--- src/rtl/rab_txn_forward.sv ---
// Address-channel forwarding stage behind the RAB translation FSM: issues one
// master AXI address beat or one error-response request per decision, then pulses sent.
module rab_txn_forward #(
    parameter int ADDR_WIDTH = 32,
    parameter int ID_WIDTH   = 8,
    parameter int ATTR_WIDTH = 24,
    parameter int CNT_WIDTH  = 16
) (
    input  logic                  s_axi_aclk,
    input  logic                  s_axi_areset,
    input  logic                  port1_accept,
    input  logic                  port1_drop,
    input  logic                  port2_accept,
    input  logic                  port2_drop,
    input  logic [ADDR_WIDTH-1:0] out_addr_reg,
    input  logic [ID_WIDTH-1:0]   s1_id,
    input  logic [ID_WIDTH-1:0]   s2_id,
    input  logic [ATTR_WIDTH-1:0] s1_attr,
    input  logic [ATTR_WIDTH-1:0] s2_attr,
    output logic                  port1_sent,
    output logic                  port2_sent,
    output logic [ADDR_WIDTH-1:0] m_axi_addr,
    output logic [ID_WIDTH-1:0]   m_axi_id,
    output logic [ATTR_WIDTH-1:0] m_axi_attr,
    output logic                  m_axi_valid,
    input  logic                  m_axi_ready,
    output logic                  drop_valid,
    output logic [ID_WIDTH-1:0]   drop_id,
    output logic [ATTR_WIDTH-1:0] drop_attr,
    output logic                  drop_port,
    input  logic                  drop_ready,
    output logic [CNT_WIDTH-1:0]  drop_count
);

    typedef enum logic [1:0] {
        IDLE = 2'd0,
        FWD  = 2'd1,
        DROP = 2'd2
    } state_t;

    state_t                state_q, state_d;
    logic [ADDR_WIDTH-1:0] m_addr_q, m_addr_d;
    logic [ID_WIDTH-1:0]   m_id_q, m_id_d;
    logic [ATTR_WIDTH-1:0] m_attr_q, m_attr_d;
    logic                  m_valid_q, m_valid_d;
    logic                  fwd_port_q, fwd_port_d;
    logic                  drop_valid_q, drop_valid_d;
    logic [ID_WIDTH-1:0]   drop_id_q, drop_id_d;
    logic [ATTR_WIDTH-1:0] drop_attr_q, drop_attr_d;
    logic                  drop_port_q, drop_port_d;
    logic                  sent1_q, sent1_d;
    logic                  sent2_q, sent2_d;
    logic [CNT_WIDTH-1:0]  drop_count_q, drop_count_d;

    always_comb begin
        state_d      = state_q;
        m_addr_d     = m_addr_q;
        m_id_d       = m_id_q;
        m_attr_d     = m_attr_q;
        m_valid_d    = m_valid_q;
        fwd_port_d   = fwd_port_q;
        drop_valid_d = drop_valid_q;
        drop_id_d    = drop_id_q;
        drop_attr_d  = drop_attr_q;
        drop_port_d  = drop_port_q;
        drop_count_d = drop_count_q;
        sent1_d      = 1'b0;
        sent2_d      = 1'b0;

        case (state_q)
            IDLE: begin
                // Coinciding pulses: port1 before port2, accept before drop.
                if (port1_accept) begin
                    state_d    = FWD;
                    m_valid_d  = 1'b1;
                    m_addr_d   = out_addr_reg;
                    m_id_d     = s1_id;
                    m_attr_d   = s1_attr;
                    fwd_port_d = 1'b0;
                end else if (port1_drop) begin
                    state_d      = DROP;
                    drop_valid_d = 1'b1;
                    drop_id_d    = s1_id;
                    drop_attr_d  = s1_attr;
                    drop_port_d  = 1'b0;
                end else if (port2_accept) begin
                    state_d    = FWD;
                    m_valid_d  = 1'b1;
                    m_addr_d   = out_addr_reg;
                    m_id_d     = s2_id;
                    m_attr_d   = s2_attr;
                    fwd_port_d = 1'b1;
                end else if (port2_drop) begin
                    state_d      = DROP;
                    drop_valid_d = 1'b1;
                    drop_id_d    = s2_id;
                    drop_attr_d  = s2_attr;
                    drop_port_d  = 1'b1;
                end
            end
            FWD: begin
                if (m_valid_q && m_axi_ready) begin
                    state_d   = IDLE;
                    m_valid_d = 1'b0;
                    sent1_d   = ~fwd_port_q;
                    sent2_d   = fwd_port_q;
                end
            end
            DROP: begin
                if (drop_valid_q && drop_ready) begin
                    state_d      = IDLE;
                    drop_valid_d = 1'b0;
                    sent1_d      = ~drop_port_q;
                    sent2_d      = drop_port_q;
                    if (drop_count_q != {CNT_WIDTH{1'b1}}) begin
                        drop_count_d = drop_count_q + CNT_WIDTH'(1);
                    end
                end
            end
            default: begin
                state_d = IDLE;
            end
        endcase
    end

    always_ff @(posedge s_axi_aclk or posedge s_axi_areset) begin
        if (s_axi_areset) begin
            state_q      <= IDLE;
            m_addr_q     <= '0;
            m_id_q       <= '0;
            m_attr_q     <= '0;
            m_valid_q    <= 1'b0;
            fwd_port_q   <= 1'b0;
            drop_valid_q <= 1'b0;
            drop_id_q    <= '0;
            drop_attr_q  <= '0;
            drop_port_q  <= 1'b0;
            sent1_q      <= 1'b0;
            sent2_q      <= 1'b0;
            drop_count_q <= '0;
        end else begin
            state_q      <= state_d;
            m_addr_q     <= m_addr_d;
            m_id_q       <= m_id_d;
            m_attr_q     <= m_attr_d;
            m_valid_q    <= m_valid_d;
            fwd_port_q   <= fwd_port_d;
            drop_valid_q <= drop_valid_d;
            drop_id_q    <= drop_id_d;
            drop_attr_q  <= drop_attr_d;
            drop_port_q  <= drop_port_d;
            sent1_q      <= sent1_d;
            sent2_q      <= sent2_d;
            drop_count_q <= drop_count_d;
        end
    end

    assign m_axi_addr  = m_addr_q;
    assign m_axi_id    = m_id_q;
    assign m_axi_attr  = m_attr_q;
    assign m_axi_valid = m_valid_q;
    assign drop_valid  = drop_valid_q;
    assign drop_id     = drop_id_q;
    assign drop_attr   = drop_attr_q;
    assign drop_port   = drop_port_q;
    assign port1_sent  = sent1_q;
    assign port2_sent  = sent2_q;
    assign drop_count  = drop_count_q;

endmodule

--- config.mk ---
export PLATFORM = sky130hd
export DESIGN_NAME = rab_txn_forward
export DESIGN_NICKNAME = d
export VERILOG_FILES = /design/src/rtl/rab_txn_forward.sv
export SDC_FILE = /design/constraint.sdc
export NUM_CORES = 1
export LEC_CHECK = 0
export CORE_ASPECT_RATIO = 0.9
export CORE_MARGIN = 2
export CORE_UTILIZATION = 43
export DETAILED_ROUTE_END_ITERATION = 16
export PLACE_DENSITY = 0.91
export SETUP_SLACK_MARGIN = 0.05
export SLEW_MARGIN = 20
export SYNTH_ARGS = -nofsm -noshare
export SYNTH_HDL_FRONTEND = slang
export SYNTH_SLANG_ARGS = --single-unit
export TNS_END_PERCENT = 10
--- constraint.sdc ---
create_clock -name s_axi_aclk -period 5.68 [get_ports s_axi_aclk]
set_clock_uncertainty 0.1 [all_clocks]
set_input_delay 1.704 -clock s_axi_aclk [delete_from_list [all_inputs] [get_ports s_axi_aclk]]
set_output_delay 1.704 -clock s_axi_aclk [all_outputs]
set_load 0.02 [all_outputs]
==> results of run 1 <==
## where the power goes
part           leakage, nW  switching [W]  internal (W)
Combinational         1.92        0.00103      0.000960
Sequential            1.47       0.000227       0.00123
Clock                0.282       0.000365      0.000641
Total                 3.67        0.00162       0.00283
## cell type report
cell class                      instances  share of cell area (%)
Sequential cell                       120                    36.4
Timing Repair Buffer                  227                    27.2
Multi-Input combinational cell        309                    26.9
Clock buffer                           23                    5.91
Tap cell                              160                    2.42
Clock inverter                          9                   0.879
Inverter                                8                   0.394
## state kept, by name, summed over array words and instances (netlist names)
register	cells
port1_sent	1
drop_count	16
m_axi_id	8
port2_sent	1
state_q	2
drop_attr	24
m_axi_addr	32
m_axi_valid	1
m_axi_attr	24
drop_valid	1
drop_id	8
fwd_port_q	1
drop_port	1
## cell families (layout without fill, tap and decap cells)
logic type               after synthesis  in the layout
flip-flops                           120            120
AND/OR/NAND/NOR                      112            112
multiplexers                         101            101
AO/OA/AOI/OAI                         82             82
buffers and inverters                 33            267
XOR/XNOR                              10             10
adder cells (fa/ha/maj)                4              4
## worst paths after layout
| check | to | slack [ps] | depth (start not counted) |
|---|---|---|---|
| setup / recovery | drop_count[8] | 2310 | 1 |
| hold / removal | drop_id[7]$_DFFE_PP0P_ | 380 | 2 |
| setup reg to reg | drop_id[5]$_DFFE_PP0P_ | 3550 | 7 |
| hold reg to reg | drop_id[7]$_DFFE_PP0P_ | 380 | 2 |
| max in group asynchronous | drop_id[6]$_DFFE_PP0P_ | 2850 | 3 |
| min in group asynchronous | m_axi_addr[5]$_DFFE_PP0P_ | 1720 | 2 |
## routing by layer
layer	vias up	global-route usage [%]	share of wire [%]
met1	2127	25.9	41
li1	2076	-	-
met3	21	9.18	7.6
met5	-	0	0
met2	167	39.0	50
met4	0	8.21	1.6
## per-stage QoR
step                      util [%]  total power [W]  std cells  area, µm²
after floorplan                  -          0.00246        462       5350
after global placement        63.7          0.00338        824       7700
after detailed placement      63.7          0.00346        824       7700
after CTS                     68.4          0.00450        856       8260
after global routing          68.4          0.00470        856       8260
final                         68.4          0.00446        856       8260
## cells in the final DEF (no fill, tap or decap), types with 3 or more instances in the layout
| master | netlist | final |
|---|---|---|
| o21ai_0 | 67 | 67 |
| mux2_1 | 6 | 6 |
| clkbuf_16 | 0 | 17 |
| inv_1 | 8 | 7 |
| mux2_2 | 29 | 29 |
| ha_1 | 4 | 4 |
| clkbuf_8 | 0 | 4 |
| xor2_1 | 5 | 5 |
| dfrtp_1 | 120 | 120 |
| clkdlybuf4s50_1 | 0 | 218 |
| nand2_1 | 69 | 69 |
| xnor2_1 | 5 | 5 |
| and3_1 | 3 | 3 |
| a21oi_1 | 3 | 3 |
| nor2b_1 | 4 | 4 |
| nand3_1 | 9 | 9 |
| nor3_1 | 4 | 4 |
| clkinv_2 | 0 | 7 |
| nand4_1 | 6 | 6 |
| mux2i_1 | 65 | 65 |
| buf_4 | 1 | 7 |
==> impl_metrics.env, run 1 <==
export IMPL_clk_latency_ps=410
export IMPL_synth_commonest_cells="dfrtp_1 (120), nand2_1 (69), o21ai_0 (67)"
export IMPL_critical_path_top_delay_family="buffers and inverters"
export IMPL_path_cells="clkdlybuf4s50_1"
export IMPL_synth_yosys_seq_area_share_pct=56.2
export IMPL_ys_warn_count=0
export IMPL_start_kind="flop"
export IMPL_grt_pass1_wl_um=23300
export IMPL_leakagePower_nw=3.67
export IMPL_placement_rows=38
export IMPL_drc=0
export IMPL_synth_nets=570
export IMPL_yosys_top_cells_area="dfrtp_1 (56%), mux2i_1 (12%), o21ai_0 (6.3%), mux2_2 (6.1%), nand2_1 (4.8%)"
export IMPL_setup_viol=0
export IMPL_nFillCells=888
export IMPL_max_freq_mhz=296
export IMPL_drt_first_iter_violations=152
export IMPL_overflow=0
export IMPL_post_cts_setup_buffers=0
export IMPL_synth_xor_area_share_pct=1.64
export IMPL_gp_congestion=0.829
export IMPL_cp_arrival_ps=1570
export IMPL_yosysMostFrequentCell="dfrtp_1"
export IMPL_wl_per_cell_um=17.0
export IMPL_die_h_um=110
export IMPL_cp_required_ps=3880
export IMPL_drive_above_1_share_pct=11.4
export IMPL_synth_top_family_by_area="multiplexers"
export IMPL_antenna_found_initial=0
export IMPL_status="finished, final reports clean"
export IMPL_crit_type="reg -> out"
export IMPL_fin_ws_ps=2310
export IMPL_post_cts_resized=0
export IMPL_htreeDepth=4
export IMPL_ant_nets=0
export IMPL_synth_cells=462
export IMPL_netlist_area_um2=5350
export IMPL_crit_fanout=7
export IMPL_gr_usage_all_layers_pct=22.8
export IMPL_hpwl_um=10400
export IMPL_cts_buffer_depth=2
export IMPL_holdBufCountCts=0
export IMPL_irDropWorstVdd_mv=0.310
export IMPL_syn2layout_area_growth_pct=54.4
export IMPL_place_ws_ps=1920
export IMPL_n_antenna_cell=0
export IMPL_start_util_pct=44.3
export IMPL_die_w_um=122
export IMPL_finalCriticalPeriod_ps=3370
export IMPL_cts_buffers=17
export IMPL_hp_start="drop_id[7]$_DFFE_PP0P_"
export IMPL_synth_compound_area_share_pct=8.14
export IMPL_cp_num_buf_inv=1
export IMPL_ys_async_sr_fraction_pct=100
export IMPL_routed_wl_um=14500
export IMPL_rsz0062_at_grt="no"
export IMPL_io_pins=221
export IMPL_synth_adder_area_share_pct=0.936
export IMPL_hold_path_class="reg -> reg"
export IMPL_cts_tree="yes"
export IMPL_die_area_um2=13300
export IMPL_cts_clk_slew_worst_paths_ps=50
export IMPL_regArea_um2=3000
export IMPL_grt_pass1_vias=4665
export IMPL_slowest_delay_ps=660
export IMPL_crit_path_start="drop_count[8]$_DFFE_PP0P_"
export IMPL_yosys_area_top_type_share_pct=56.2
export IMPL_fin_nets=791
export IMPL_grt_max_degree=68
export IMPL_port_buffers=220
export IMPL_ys_ff_latch=120
export IMPL_holdWs_ps=375
export IMPL_ys_flop_type="dfrtp_1"
export IMPL_first_pass_iters=4
export IMPL_relSlewSlack_pct=44.8
export IMPL_slew_viol_final=0
export IMPL_synth_enable_flop_cells=0
export IMPL_cp_end_kind="output port"
export IMPL_core_area_um2=12100
export IMPL_slowest_stage="clkdlybuf4s50_1"
export IMPL_yosys_area_share_simple_pct=10.6
export IMPL_vias=4391
export IMPL_cts_root_buf="clkbuf_16"
export IMPL_multiInputGateArea_um2=2220
export IMPL_power_density_nw_per_um2=540
export IMPL_r2r_start="state_q[0]$_DFFE_PP0P_"
export IMPL_drv_cap=0
export IMPL_vias_per_cell=5.13
export IMPL_fin_setup_tns_ps=0
export IMPL_synth_avg_cell_area_um2=11.6
export IMPL_synth_top_cell_by_area="dfrtp_1"
export IMPL_finalCritPeriodShare_pct=59.4
export IMPL_cts_sinks=120
export IMPL_synthMuxAreaShare_pct=19.8
export IMPL_finalHoldViolations=0
export IMPL_tightest_slew_ps=828
export IMPL_synth_cell_types=44
Note: power is estimated with default switching activity, not from simulation.
==> inputs of run 2 (changes only) <==
Settings changed: CORE_UTILIZATION 43 to 39, PLACE_DENSITY 0.91 to 0.88.
Clock period 5.68 ns to 3 ns, I/O delays scaled along.
==> impl_metrics.env, run 2 (synthesis results as in run 1) <==
export IMPL_clk_latency_ps=410
export IMPL_critical_path_top_delay_family="buffers and inverters"
export IMPL_cts_root_buf="clkbuf_16"
export IMPL_status="finished, final reports clean"
export IMPL_htreeDepth=4
export IMPL_clock_power_share_pct=24.0
export IMPL_numPlacedInstances=832
export IMPL_cts_buffer_depth=2
export IMPL_power_density_nw_per_um2=1030
export IMPL_cp_arrival_ps=1560
export IMPL_routed_wl_um=14600
export IMPL_drive_above_1_share_pct=11.4
export IMPL_switchingPower_w=0.00306
export IMPL_cts_sinks=120
export IMPL_io_pins=221
export IMPL_relSlewSlack_pct=58.1
export IMPL_post_cts_resized=0
export IMPL_finalCritPeriodShare_pct=85.3
export IMPL_max_freq_mhz=391
export IMPL_first_pass_iters=4
export IMPL_antenna_found_initial=2
export IMPL_grt_pass1_wl_um=23400
export IMPL_layout_common_cells="clkdlybuf4s50_1 (218), dfrtp_1 (120), nand2_1 (69)"
export IMPL_slowest_delay_ps=670
export IMPL_post_dp_cell_area_um2=7760
export IMPL_overflow=0
export IMPL_post_cts_setup_buffers=0
export IMPL_finalCriticalPeriod_ps=2560
export IMPL_p_comb_share_pct=44.1
export IMPL_die_h_um=115
export IMPL_leakagePower_nw=3.71
export IMPL_nFillCells=1058
export IMPL_cp_required_ps=2000
export IMPL_layout_commonest_cell="clkdlybuf4s50_1"
export IMPL_final_cells=863
export IMPL_drv_cap=0
export IMPL_multiInputGateArea_um2=2220
export IMPL_core_area_um2=13400
export IMPL_path_cells="clkdlybuf4s50_1"
export IMPL_port_buffers=220
export IMPL_placement_rows=40
export IMPL_grt_pass1_vias=4667
export IMPL_crit_type="reg -> out"
export IMPL_cts_buffers=17
export IMPL_start_util_pct=40.0
export IMPL_drt_first_iter_violations=268
export IMPL_crit_fanout=8
export IMPL_grt_max_degree=121
export IMPL_power_frac_seq_pct=31.9
export IMPL_tightest_slew_ps=629
export IMPL_fin_nets=791
export IMPL_sw_frac_of_total_pct=35.4
export IMPL_cp_num_buf_inv=1
export IMPL_fin_setup_tns_ps=0
export IMPL_irDropWorstVdd_mv=0.766
export IMPL_setup_viol=0
export IMPL_power_total_w=0.00863
export IMPL_slowest_stage="clkdlybuf4s50_1"
export IMPL_cts_tree="yes"
export IMPL_vias_per_cell=5.04
export IMPL_largest_reg_flops=32
export IMPL_drc=0
export IMPL_die_area_um2=14700
export IMPL_hpwl_um=10600
export IMPL_fin_util_pct=62.6
export IMPL_p_int_w=0.00557
export IMPL_ant_nets=0
export IMPL_stdcell_area_um2=8370
export IMPL_cts_clk_slew_worst_paths_ps=50
export IMPL_start_kind="flop"
export IMPL_slew_viol_final=0
export IMPL_wl_per_cell_um=17.0
export IMPL_regArea_um2=3000
export IMPL_holdBufCountCts=0
export IMPL_syn2layout_area_growth_pct=56.4
export IMPL_gr_usage_all_layers_pct=20.5
export IMPL_vias=4347
export IMPL_die_w_um=127
export IMPL_cp_end_kind="output port"
export IMPL_rsz0062_at_grt="no"
export IMPL_gp_congestion=0.807
export IMPL_finalHoldViolations=0
export IMPL_hold_path_class="reg -> reg"
-- run 2: layer usage --
metal	share of wire, %	routed length, µm	global-route usage, %
met2	50	7330	35.1
met4	3.2	466	9.30
met5	0.089	13	0
met1	40	5840	22.8
met3	6.8	1000	8.05
-- run 2: cell type report --
cell class	count	share of cell area, %
flip-flops and latches	120	35.9
repair buffers	227	27.4
multi-input cells	309	26.5
inverters	8	0.404
diodes	1	0.0299
clock inverters	9	1.47
clock buffers	21	5.74
well taps	168	2.51
-- run 2: path summary, 6_finish.rpt --
path	startpoint	to	slack [ps]	cells past startpoint
min in group asynchronous	s_axi_areset	drop_count[0]$_DFFE_PP0P_	950	3
worst min register to register	m_axi_attr[13]$_DFFE_PP0P_	m_axi_attr[13]$_DFFE_PP0P_	380	2
max in group asynchronous	s_axi_areset	m_axi_addr[14]$_DFFE_PP0P_	1410	3
worst min-delay path	m_axi_attr[13]$_DFFE_PP0P_	m_axi_attr[13]$_DFFE_PP0P_	380	2
worst max-delay path	drop_count[12]$_DFFE_PP0P_	drop_count[12]	440	1
worst max register to register	state_q[1]$_DFFE_PP0P_	state_q[1]$_DFFE_PP0P_	880	6
-- run 2: metrics by stage --
| stage | hold WS (ps) | worst slack [ps] |
|---|---|---|
| after floorplan | 372 | 531 |
| after global placement | 361 | 409 |
| after detailed placement | 369 | 362 |
| after CTS | 382 | 430 |
| after global routing | 400 | 384 |
| final | 376 | 442 |
-- run 2: power by group through the flow --
stage | Clock [W] | Combinational, W | Sequential, W
5_1_grt | 0.00219 | 0.00408 | 0.00285
3_5_place_dp | 0 | 0.00383 | 0.00278
4_1_cts | 0.00211 | 0.00386 | 0.00276
6_report | 0.00207 | 0.00381 | 0.00276
2_1_floorplan | 0 | 0.00108 | 0.00357
3_3_place_gp | 0 | 0.00375 | 0.00273
-- run 2: worst reg2reg max path, cell delays in order, from the launching register on --
cell	delay, ps
dfrtp_1	400
inv_1	90
ha_1	240
nor2b_1	320
nor4b_1	400
a221oi_1	150
mux2_2	300
